[config.mk]
export PLATFORM = sky130hd
export DESIGN_NAME = systolic_result_collector
export DESIGN_NICKNAME = d
export VERILOG_FILES = /design/src/rtl/systolic_result_collector.sv
export SDC_FILE = /design/constraint.sdc
export NUM_CORES = 1
export LEC_CHECK = 0
export BUFFER_PORTS_ARGS = -buffer_cell sky130_fd_sc_hd__buf_2
export CORE_UTILIZATION = 50
export DETAILED_ROUTE_END_ITERATION = 12
export HOLD_SLACK_MARGIN = 0.1
export PLACE_DENSITY = 0.83
export SLEW_MARGIN = 15
export SYNTH_ARGS = -nofsm -noshare
export SYNTH_HDL_FRONTEND = slang
export SYNTH_SLANG_ARGS = --single-unit
[constraint.sdc]
create_clock -name i_clock -period 3.61 [get_ports i_clock]
set_input_delay 0.361 -clock i_clock [delete_from_list [all_inputs] [get_ports i_clock]]
set_output_delay 0.361 -clock i_clock [all_outputs]
set_load 0.05 [all_outputs]
[src/rtl/systolic_result_collector.sv]
// Systolic result collector.
// Captures one result word per PE, each on the rising edge of that PE's
// finish flag. Once every PE has reported, the words are streamed out in
// row-major order over a valid/ready handshake.
//
// Ports:
//   i_clock       - clock; all state updates on the rising edge
//   i_reset       - asynchronous active-high reset
//   i_valid       - array enable; PE outputs are sampled only while high
//   i_finish      - per-PE finish flags; bit k = PE (row*DIMENSION + col)
//   i_c           - flattened PE results; slice [k*C_BITS +: C_BITS] = PE k
//   i_ready       - downstream consumer ready
//   o_data        - current result word (0 when not draining)
//   o_data_valid  - o_data is valid (high throughout DRAIN)
//   o_busy        - high in COLLECT or DRAIN
//   o_done        - one-cycle pulse after the last word has transferred
//   o_overrun     - sticky error: duplicate capture, or capture during DRAIN
module systolic_result_collector #(
  parameter int DIMENSION = 4,
  parameter int C_BITS    = 16
) (
  input  logic                                i_clock,
  input  logic                                i_reset,
  input  logic                                i_valid,
  input  logic [DIMENSION*DIMENSION-1:0]        i_finish,
  input  logic [DIMENSION*DIMENSION*C_BITS-1:0] i_c,
  input  logic                                i_ready,
  output logic [C_BITS-1:0]                   o_data,
  output logic                                o_data_valid,
  output logic                                o_busy,
  output logic                                o_done,
  output logic                                o_overrun
);

  localparam int NPE = DIMENSION * DIMENSION;
  localparam int IW  = (NPE > 1) ? $clog2(NPE) : 1;

  typedef enum logic [1:0] {
    S_IDLE,
    S_COLLECT,
    S_DRAIN
  } state_t;

  state_t            state_q, state_d;
  logic [NPE-1:0]    prev_q;
  logic              seed_q;
  logic [NPE-1:0]    flags_q, flags_d;
  logic [IW-1:0]     idx_q, idx_d;
  logic              done_q, done_d;
  logic              overrun_q, overrun_d;
  logic [C_BITS-1:0] buf_q [NPE];

  logic [NPE-1:0]    event_w;
  logic [NPE-1:0]    store_w;
  logic [NPE-1:0]    flags_set_w;

  // seed_q stays low until the first enabled cycle after reset, so that the
  // history register holds a real sample before any edge is recognised; a
  // finish level already high at reset release must first drop to 0.
  assign event_w = {NPE{i_valid & seed_q}} & i_finish & ~prev_q;

  always_comb begin
    state_d     = state_q;
    flags_d     = flags_q;
    idx_d       = idx_q;
    done_d      = 1'b0;
    overrun_d   = overrun_q;
    store_w     = '0;
    flags_set_w = flags_q;

    unique case (state_q)
      S_IDLE, S_COLLECT: begin
        store_w     = event_w & ~flags_q;
        flags_set_w = flags_q | store_w;
        if (|(event_w & flags_q)) overrun_d = 1'b1;
        if (&flags_set_w) begin
          state_d = S_DRAIN;
          idx_d   = '0;
          flags_d = '0;
        end else begin
          flags_d = flags_set_w;
          if (state_q == S_IDLE && (|event_w)) state_d = S_COLLECT;
        end
      end
      S_DRAIN: begin
        if (|event_w) overrun_d = 1'b1;
        if (i_ready) begin
          if (idx_q == IW'(NPE - 1)) begin
            state_d = S_IDLE;
            idx_d   = '0;
            done_d  = 1'b1;
          end else begin
            idx_d = idx_q + IW'(1);
          end
        end
      end
      default: state_d = S_IDLE;
    endcase
  end

  always_ff @(posedge i_clock or posedge i_reset) begin
    if (i_reset) begin
      state_q   <= S_IDLE;
      prev_q    <= '0;
      seed_q    <= 1'b0;
      flags_q   <= '0;
      idx_q     <= '0;
      done_q    <= 1'b0;
      overrun_q <= 1'b0;
    end else begin
      state_q   <= state_d;
      flags_q   <= flags_d;
      idx_q     <= idx_d;
      done_q    <= done_d;
      overrun_q <= overrun_d;
      if (i_valid) begin
        prev_q <= i_finish;
        seed_q <= 1'b1;
      end
    end
  end

  // Result buffer carries no reset; its contents are only read in DRAIN,
  // which is reachable only after every entry has been written.
  always_ff @(posedge i_clock) begin
    for (int unsigned k = 0; k < NPE; k++) begin
      if (store_w[k]) buf_q[k] <= i_c[k*C_BITS +: C_BITS];
    end
  end

  assign o_data_valid = (state_q == S_DRAIN);
  assign o_data       = (state_q == S_DRAIN) ? buf_q[idx_q] : '0;
  assign o_busy       = (state_q != S_IDLE);
  assign o_done       = done_q;
  assign o_overrun    = overrun_q;

endmodule

==> results.txt, run 1 <==
Outcome - stopped before the end
Stopping stage - 4_1_cts
Stop err - [ERROR RSZ-0060] Max buffer count reached.
TritonCTS Buffers - 29
GPL Wtd Cong - 0.943
PortBufs - 295
Share of the synthesized area in the top cell type - 0.649
Root Driver - clkbuf_16
Synth top cells by count - 256 x edfxtp_1, 80 x mux4_2, 46 x a21oi_1
Synth top area cells - edfxtp_1 65%, mux4_2 15%, dfrtp_1 8.7%
Synth async-reset ratio - 0.138
Resized cells post-CTS - 0
DP Wirelength - 26000 microns
Mapped Avg Cell Area - 19.9 sq um
Ys Warns - 0
Chip Height - 156 microns
H-tree depth - 1
Number of synthesized flops with an enable pin - 256
Post-synth net total - 871
I/O pin count - 296
CTS Hold Bufs - 250
Num Clock Sinks - 297
Sequential cell area fraction in the yosys report - 0.736
Post-Syn Area - 11800 sq um
Post-synth cell types - 45
Most used DFF post-synth - edfxtp_1
Synth Register Bits - 297
Die W - 156 microns
Synth Instances - 594
Site row count - 55
Most frequent cell after synthesis - edfxtp_1
Post-CTS Setup Inserts - 0
Dominant cell type by area after synthesis - edfxtp_1
Initial Utilization - 0.517
Clock Path Buffers - 3
==> logic make-up after synthesis <==
kind of cell | Yosys count | share of synthesized area
AOI/OAI and AO/OA | 69 | 0.0345
muxes | 97 | 0.168
DFF | 297 | 0.736
and+or+nand+nor | 91 | 0.0441
adders and majority gates | 1 | 0.00106
buffers and inverters | 39 | 0.0163
==> per-stage QoR <==
step	hold WS, ns	std cells	instance area [sq um]	util	worst slack [ns]
after floorplan	0.460	594	11800	-	0.509
after global placement	0.484	1192	13800	0.602	0.705
after detailed placement	0.489	1192	13800	0.602	0.684
==> run 2: changes to the inputs <==
CORE_UTILIZATION = 35   (was 50)
HOLD_SLACK_MARGIN = default   (was 0.1)
PLACE_DENSITY = default   (was 0.83)
PLACE_DENSITY_LB_ADDON = 0.15   (was default)
==> results.txt, run 2 <==
Synth top cells by count - 256 x edfxtp_1, 80 x mux4_2, 46 x a21oi_1
Most common cell after layout, fill and taps aside - buf_2
Clock Path Buffers - 3 (unchanged)
Slowest stage delay, CP - 1.08 ns
Worst Skew - 0.0226 ns
Slew @ Worst Pin - 1.04 ns
Core Area - 32900 sq um
NetSw - 2.19 mW
Pleak - 5.52 nW
Share of post-route cells with drive strength above 1 - 0.515
First-pass GRT wire length - 52100 microns
Largest net degree at the start of global routing - 69
Minimum clock period - 3.33 ns
Wire per inst - 27.3 microns
Initial Utilization - 0.359 (-0.157)
CP dominant cell by count - mux4_2
Die ar. - 34600 sq um
DP Wirelength - 28500 microns (+9.5%)
Global route overflow - 0
CTS tree - done
H-tree depth - 2 (+1)
DR pass1 iterations - 5
Root Driver - clkbuf_16
Post-layout net count - 1205
Buf+Inv Stages, Crit Path - 1
Vias in the first global route - 7428
Worst-Skew Late Latency - 0.52 ns
1st-iter DRT viols - 604
TritonCTS Buffers - 34 (+17%)
Synth async-reset ratio - 0.138 (unchanged)
I/O pin count - 296 (unchanged)
Max reg flops - 256
GRT Overall Usage - 0.223
Int Pwr - 6.60 mW
Chip Height - 186 microns (+19%)
Initial antenna violation count - 1
Worst-path fanout max - 68
Post-synth net total - 871 (unchanged)
Area growth from synthesis to layout - 28.6%
Critical-path top delay cell - dfrtp_4
Peak supply drop - 0.312 mV
Clk pwr share - 0.391
Post-Route Setup TNS - 0 ns
Slack of the critical path - 0.282 ns
# setup viols final - 0
Number of synthesized flops with an enable pin - 256 (unchanged)
Mapped Avg Cell Area - 19.9 sq um (unchanged)
WP data required - 3.25 ns
Unrepaired setup endpoints after global routing - false
Post-route ant nets - 0
Ys Warns - 0 (unchanged)
Pwr dens - 577 nW/um^2
Most used DFF post-synth - edfxtp_1
Fillers - 2895
Sequential cell area fraction in the yosys report - 0.736 (unchanged)
Pwr Total - 8.79 mW
Num Clock Sinks - 297 (unchanged)
GPL Wtd Cong - 0.854 (-9.4%)
Dominant cell type by area after synthesis - edfxtp_1
Combinational power share - 0.128
Synth Register Bits - 297 (unchanged)
CP Cell Sequence - mux4_2 > mux4_2 > and2_1 > buf_2
Period Utilization, post-route - 0.922
Switching part of the total power - 0.249
Routed WL - 38200 microns
Crit. End Element - output pin
Startpoint Class - flip-flop
CP delay by family, top - flip-flops
Worst slew margin - 0.307
CP arrival - 2.97 ns
Post-Syn Area - 11800 sq um (unchanged)
Synth Instances - 594 (unchanged)
Final Cell Area - 15200 sq um
Fin. Hold Viols - 0
Register bank with the most flops - buf_q
Synth top area cells - edfxtp_1 65%, mux4_2 15%, dfrtp_1 8.7%
Die W - 186 microns (+19%)
Via density per instance - 5.10
Share of the synthesized area in the top cell type - 0.649 (unchanged)
Outcome - completed
Resized cells post-CTS - 0 (unchanged)
DRC - 0
Slew Viols, Final - 0
Hold Crit Class - in2reg
Sequential share of power - 0.482
Max-Cap Viols - 0
PortBufs - 295 (unchanged)
Top Registers - buf_q (256), flags_q (16), prev_q (16)
Site row count - 66 (+20%)
Vias post-DR - 7126
Post-synth cell types - 45 (unchanged)
Most frequent cell after synthesis - edfxtp_1
Post-DP Area - 14000 sq um (+1.1%)
Kind of critical path - reg2out
Worst slack at placement - 0.605 ns (-0.0781 ns)
Final core occ - 0.462
Max Fclk - 0.300 GHz
Most frequent cells in the layout - 295 x buf_2, 256 x edfxtp_1, 80 x mux4_2
Worst-path clk slew - 0.06 ns
[run 2: cell counts after synthesis]
Identical to the previous run, type by type.
[run 2: layer usage]
layer / track usage / vias to the layer above / part of all wire
met5: 0 / - / 0
met2: 0.420 / 340 / 0.55
met4: 0.0590 / 0 / 0.021
met3: 0.0385 / 43 / 0.068
met1: 0.259 / 3615 / 0.36
li1: - / 3128 / -
[run 2: area by class of cell]
type                    instances  area [sq um]  share of cell area
diodes                          4          10.0            0.000658
repair buffers                333          1820               0.119
clock inverters                24           246              0.0162
inverters                       4          15.0            0.000986
flip-flops and latches        297          8720               0.573
clock buffers                  36           868              0.0570
multi-input cells             258          2990               0.196
well taps                     442           553              0.0363
[run 2: power groups by stage]
stage                     clock network, mW  logic (mW)  registers, mW
final                                  3.43        1.12           4.23
after detailed placement                  0        1.11           4.31
after floorplan                           0       0.752           4.15
after CTS                              3.50        1.12           4.24
after global placement                    0        1.10           4.31
after global routing                   3.65        1.21           4.26
[run 2: path summary, 6_finish.rpt]
kind	from	to	slack [ns]	depth (start not counted)
worst max-delay path	idx_q[1]$_DFFE_PP0P_	o_data[0]	0.28	4
worst min-delay path	i_c[6]	buf_q[0][6]$_DFFE_PP_	0.02	1
worst max register to register	seed_q$_DFFE_PP0P_	idx_q[0]$_DFFE_PP0P_	1.11	6
worst min register to register	prev_q[9]$_DFFE_PP0P_	prev_q[9]$_DFFE_PP0P_	0.50	1
max in group asynchronous	i_reset	idx_q[0]$_DFFE_PP0P_	2.30	4
min in group asynchronous	i_reset	prev_q[0]$_DFFE_PP0P_	0.47	3
[run 2: stage by stage]
step | hold slack, ns | std cells
after floorplan | 0.460 | 594
after global placement | 0.463 | 1321
after detailed placement | 0.467 | 1321
after CTS | 0.000646 | 1391
after global routing | 0.00214 | 1394
final | 0.0158 | 1398
[run 2: cells by family (layout without fill, tap and decap cells)]
| kind of cell | after synthesis | in the layout | synth area share |
|---|---|---|---|
| and+or+nand+nor | 91 | 91 | 0.0441 |
| AOI/OAI and AO/OA | 69 | 69 | 0.0345 |
| muxes | 97 | 97 | 0.168 |
| DFF | 297 | 297 | 0.736 |
| buffers and inverters | 39 | 397 | 0.0163 |
| other | 0 | 4 | 0 |
| adders and majority gates | 1 | 1 | 0.00106 |
[run 2: timing repair]
item / in CTS / in global routing
buffers inserted: 0 / 1
hold buffers: 10 / 2
endpoints found under the hold margin: 24 / 2
setup endpoints to repair: 0 / 4
No activity file was read; power rests on OpenSTA's default activity.
==> run 3: changes to the inputs <==
CORE_UTILIZATION = 45   (was 35)
==> results.txt, run 3 (synthesis gave the netlist of run 2 again) <==
Root Driver - clkbuf_16
Post-layout net count - 1195 (-0.83%)
CTS Hold Bufs - 1 (-9)
Unrepaired setup endpoints after global routing - false
Resized cells post-CTS - 0 (unchanged)
Max Fclk - 0.296 GHz (-1.5%)
Met3 WL - 3450 microns (+33%)
Final core occ - 0.577 (+0.115)
Area growth from synthesis to layout - 26.2%
Register bank with the most flops - buf_q
Worst slew margin - 0.334 (+0.0264)
Met2 wire len - 18000 microns (-14%)
Peak supply drop - 0.402 mV (+29%)
DP Wirelength - 26300 microns (-7.5%)
Share of post-route cells with drive strength above 1 - 0.505 (-0.00993)
Top Registers - buf_q (256), flags_q (16), prev_q (16)
Chip Height - 164 microns (-12%)
Num Clock Sinks - 297 (unchanged)
Initial antenna violation count - 9 (+8)
Worst-Skew Late Latency - 0.51 ns (about the same)
Worst-path fanout max - 39 (-43%)
Slew @ Worst Pin - 1.00 ns (-0.0397 ns)
Hold Crit Class - in2reg
Largest net degree at the start of global routing - 49 (-29%)
# setup viols final - 0 (unchanged)
Routed length on met1 - 12800 microns (-7.5%)
I/O pin count - 296 (unchanged)
Max-Cap Viols - 0 (unchanged)
Post-route ant nets - 0 (unchanged)
Max reg flops - 256 (unchanged)
Fin. Hold Viols - 0 (unchanged)
DRC - 0 (unchanged)
PortBufs - 295 (unchanged)
Kind of critical path - reg2out
Die W - 164 microns (-12%)
Startpoint Class - flip-flop
Slowest stage delay, CP - 0.71 ns (-0.37 ns)
Worst-path clk slew - 0.06 ns (about the same)
Vias post-DR - 7289 (+2.3%)
Initial Utilization - 0.457 (+0.0976)
GPL Wtd Cong - 0.914 (+7.0%)
Die ar. - 27000 sq um (-22%)
Site row count - 59 (-11%)
CP dominant cell by count - mux4_2
CTS tree - done
Critical-path top delay cell - dfrtp_4
Outcome - completed
Buf+Inv Stages, Crit Path - 2 (+1)
Pwr dens - 578 nW/um^2 (+0.15%)
Worst Skew - 0.0116 ns (-0.0110 ns)
Clock Path Buffers - 3 (unchanged)
Top sig layer - met5
Post-DP Area - 13800 sq um (-0.85%)
TritonCTS Buffers - 34 (unchanged)
Pwr Total - 8.64 mW (-1.7%)
Core Area - 25900 sq um (-21%)
Post-CTS Setup Inserts - 0 (unchanged)
1st-iter DRT viols - 898 (+49%)
GRT Overall Usage - 0.267 (+0.0441)
Via density per instance - 5.67 (+11%)
CP Cell Sequence - buf_12 > mux4_2 > mux4_2 > and2_1 > buf_2
Most common cell after layout, fill and taps aside - buf_2
Minimum clock period - 3.38 ns (+0.0510 ns)
Pleak - 5.46 nW (-1.0%)
Routed WL - 35400 microns (-7.3%)
Slew Viols, Final - 0 (unchanged)
First-pass GRT wire length - 49200 microns (-5.5%)
Wire per inst - 27.5 microns (+0.74%)
H-tree depth - 2 (unchanged)
Most frequent cells in the layout - 295 x buf_2, 256 x edfxtp_1, 80 x mux4_2
Vias in the first global route - 7692 (+3.6%)
DR pass1 iterations - 5 (unchanged)
CP delay by family, top - multiplexers
Post-Route Setup TNS - 0 ns (unchanged)
WP data required - 3.25 ns (about the same)
CP arrival - 3.02 ns (+0.05 ns)
Crit. End Element - output pin
Global route overflow - 0 (unchanged)
Period Utilization, post-route - 0.936 (+0.0141)
Final Cell Area - 14900 sq um (-1.8%)
run 3: report_power, final:
part           switching (mW)  total [mW]  internal [mW]
Sequential              0.251        4.25           4.00
Clock                    1.33        3.33           2.00
Combinational           0.519        1.07          0.549
Total                    2.10        8.64           6.54
run 3: area by class of cell:
cell class,count,area (sq um)
Multi-Input combinational cell,258,2980
Inverter,4,15.0
Clock inverter,17,125
Sequential cell,297,8720
Fill cell,2001,11000
Antenna cell,8,20.0
Tap cell,335,419
Clock buffer,44,952
Timing Repair Buffer,323,1710
run 3: final timing paths:
kind | from | end | slack [ns] | depth (start not counted)
worst max-delay path | idx_q[0]$_DFFE_PP0P_ | o_data[8] | 0.23 | 5
worst min-delay path | i_c[247] | buf_q[15][7]$_DFFE_PP_ | 0.02 | 1
worst max register to register | seed_q$_DFFE_PP0P_ | idx_q[2]$_DFFE_PP0P_ | 1.03 | 6
worst min register to register | prev_q[10]$_DFFE_PP0P_ | prev_q[10]$_DFFE_PP0P_ | 0.51 | 1
max in group asynchronous | i_reset | idx_q[0]$_DFFE_PP0P_ | 2.65 | 4
min in group asynchronous | i_reset | flags_q[3]$_DFFE_PP0P_ | 0.54 | 4
run 3: metrics by stage:
step	std cells	hold WS (ns)	setup slack, ns
2_1_floorplan	594	0.460	0.509
3_3_place_gp	1216	0.485	0.741
3_5_place_dp	1216	0.498	0.712
4_1_cts	1278	0.00460	0.168
5_1_grt	1283	0.00783	0.0774
6_report	1286	0.0216	0.231
run 3: per-layer routing:
metal	vias to the layer above	global-route usage
li1	3117	-
met1	3660	0.327
met2	427	0.448
met3	77	0.0750
met4	8	0.105
met5	-	0
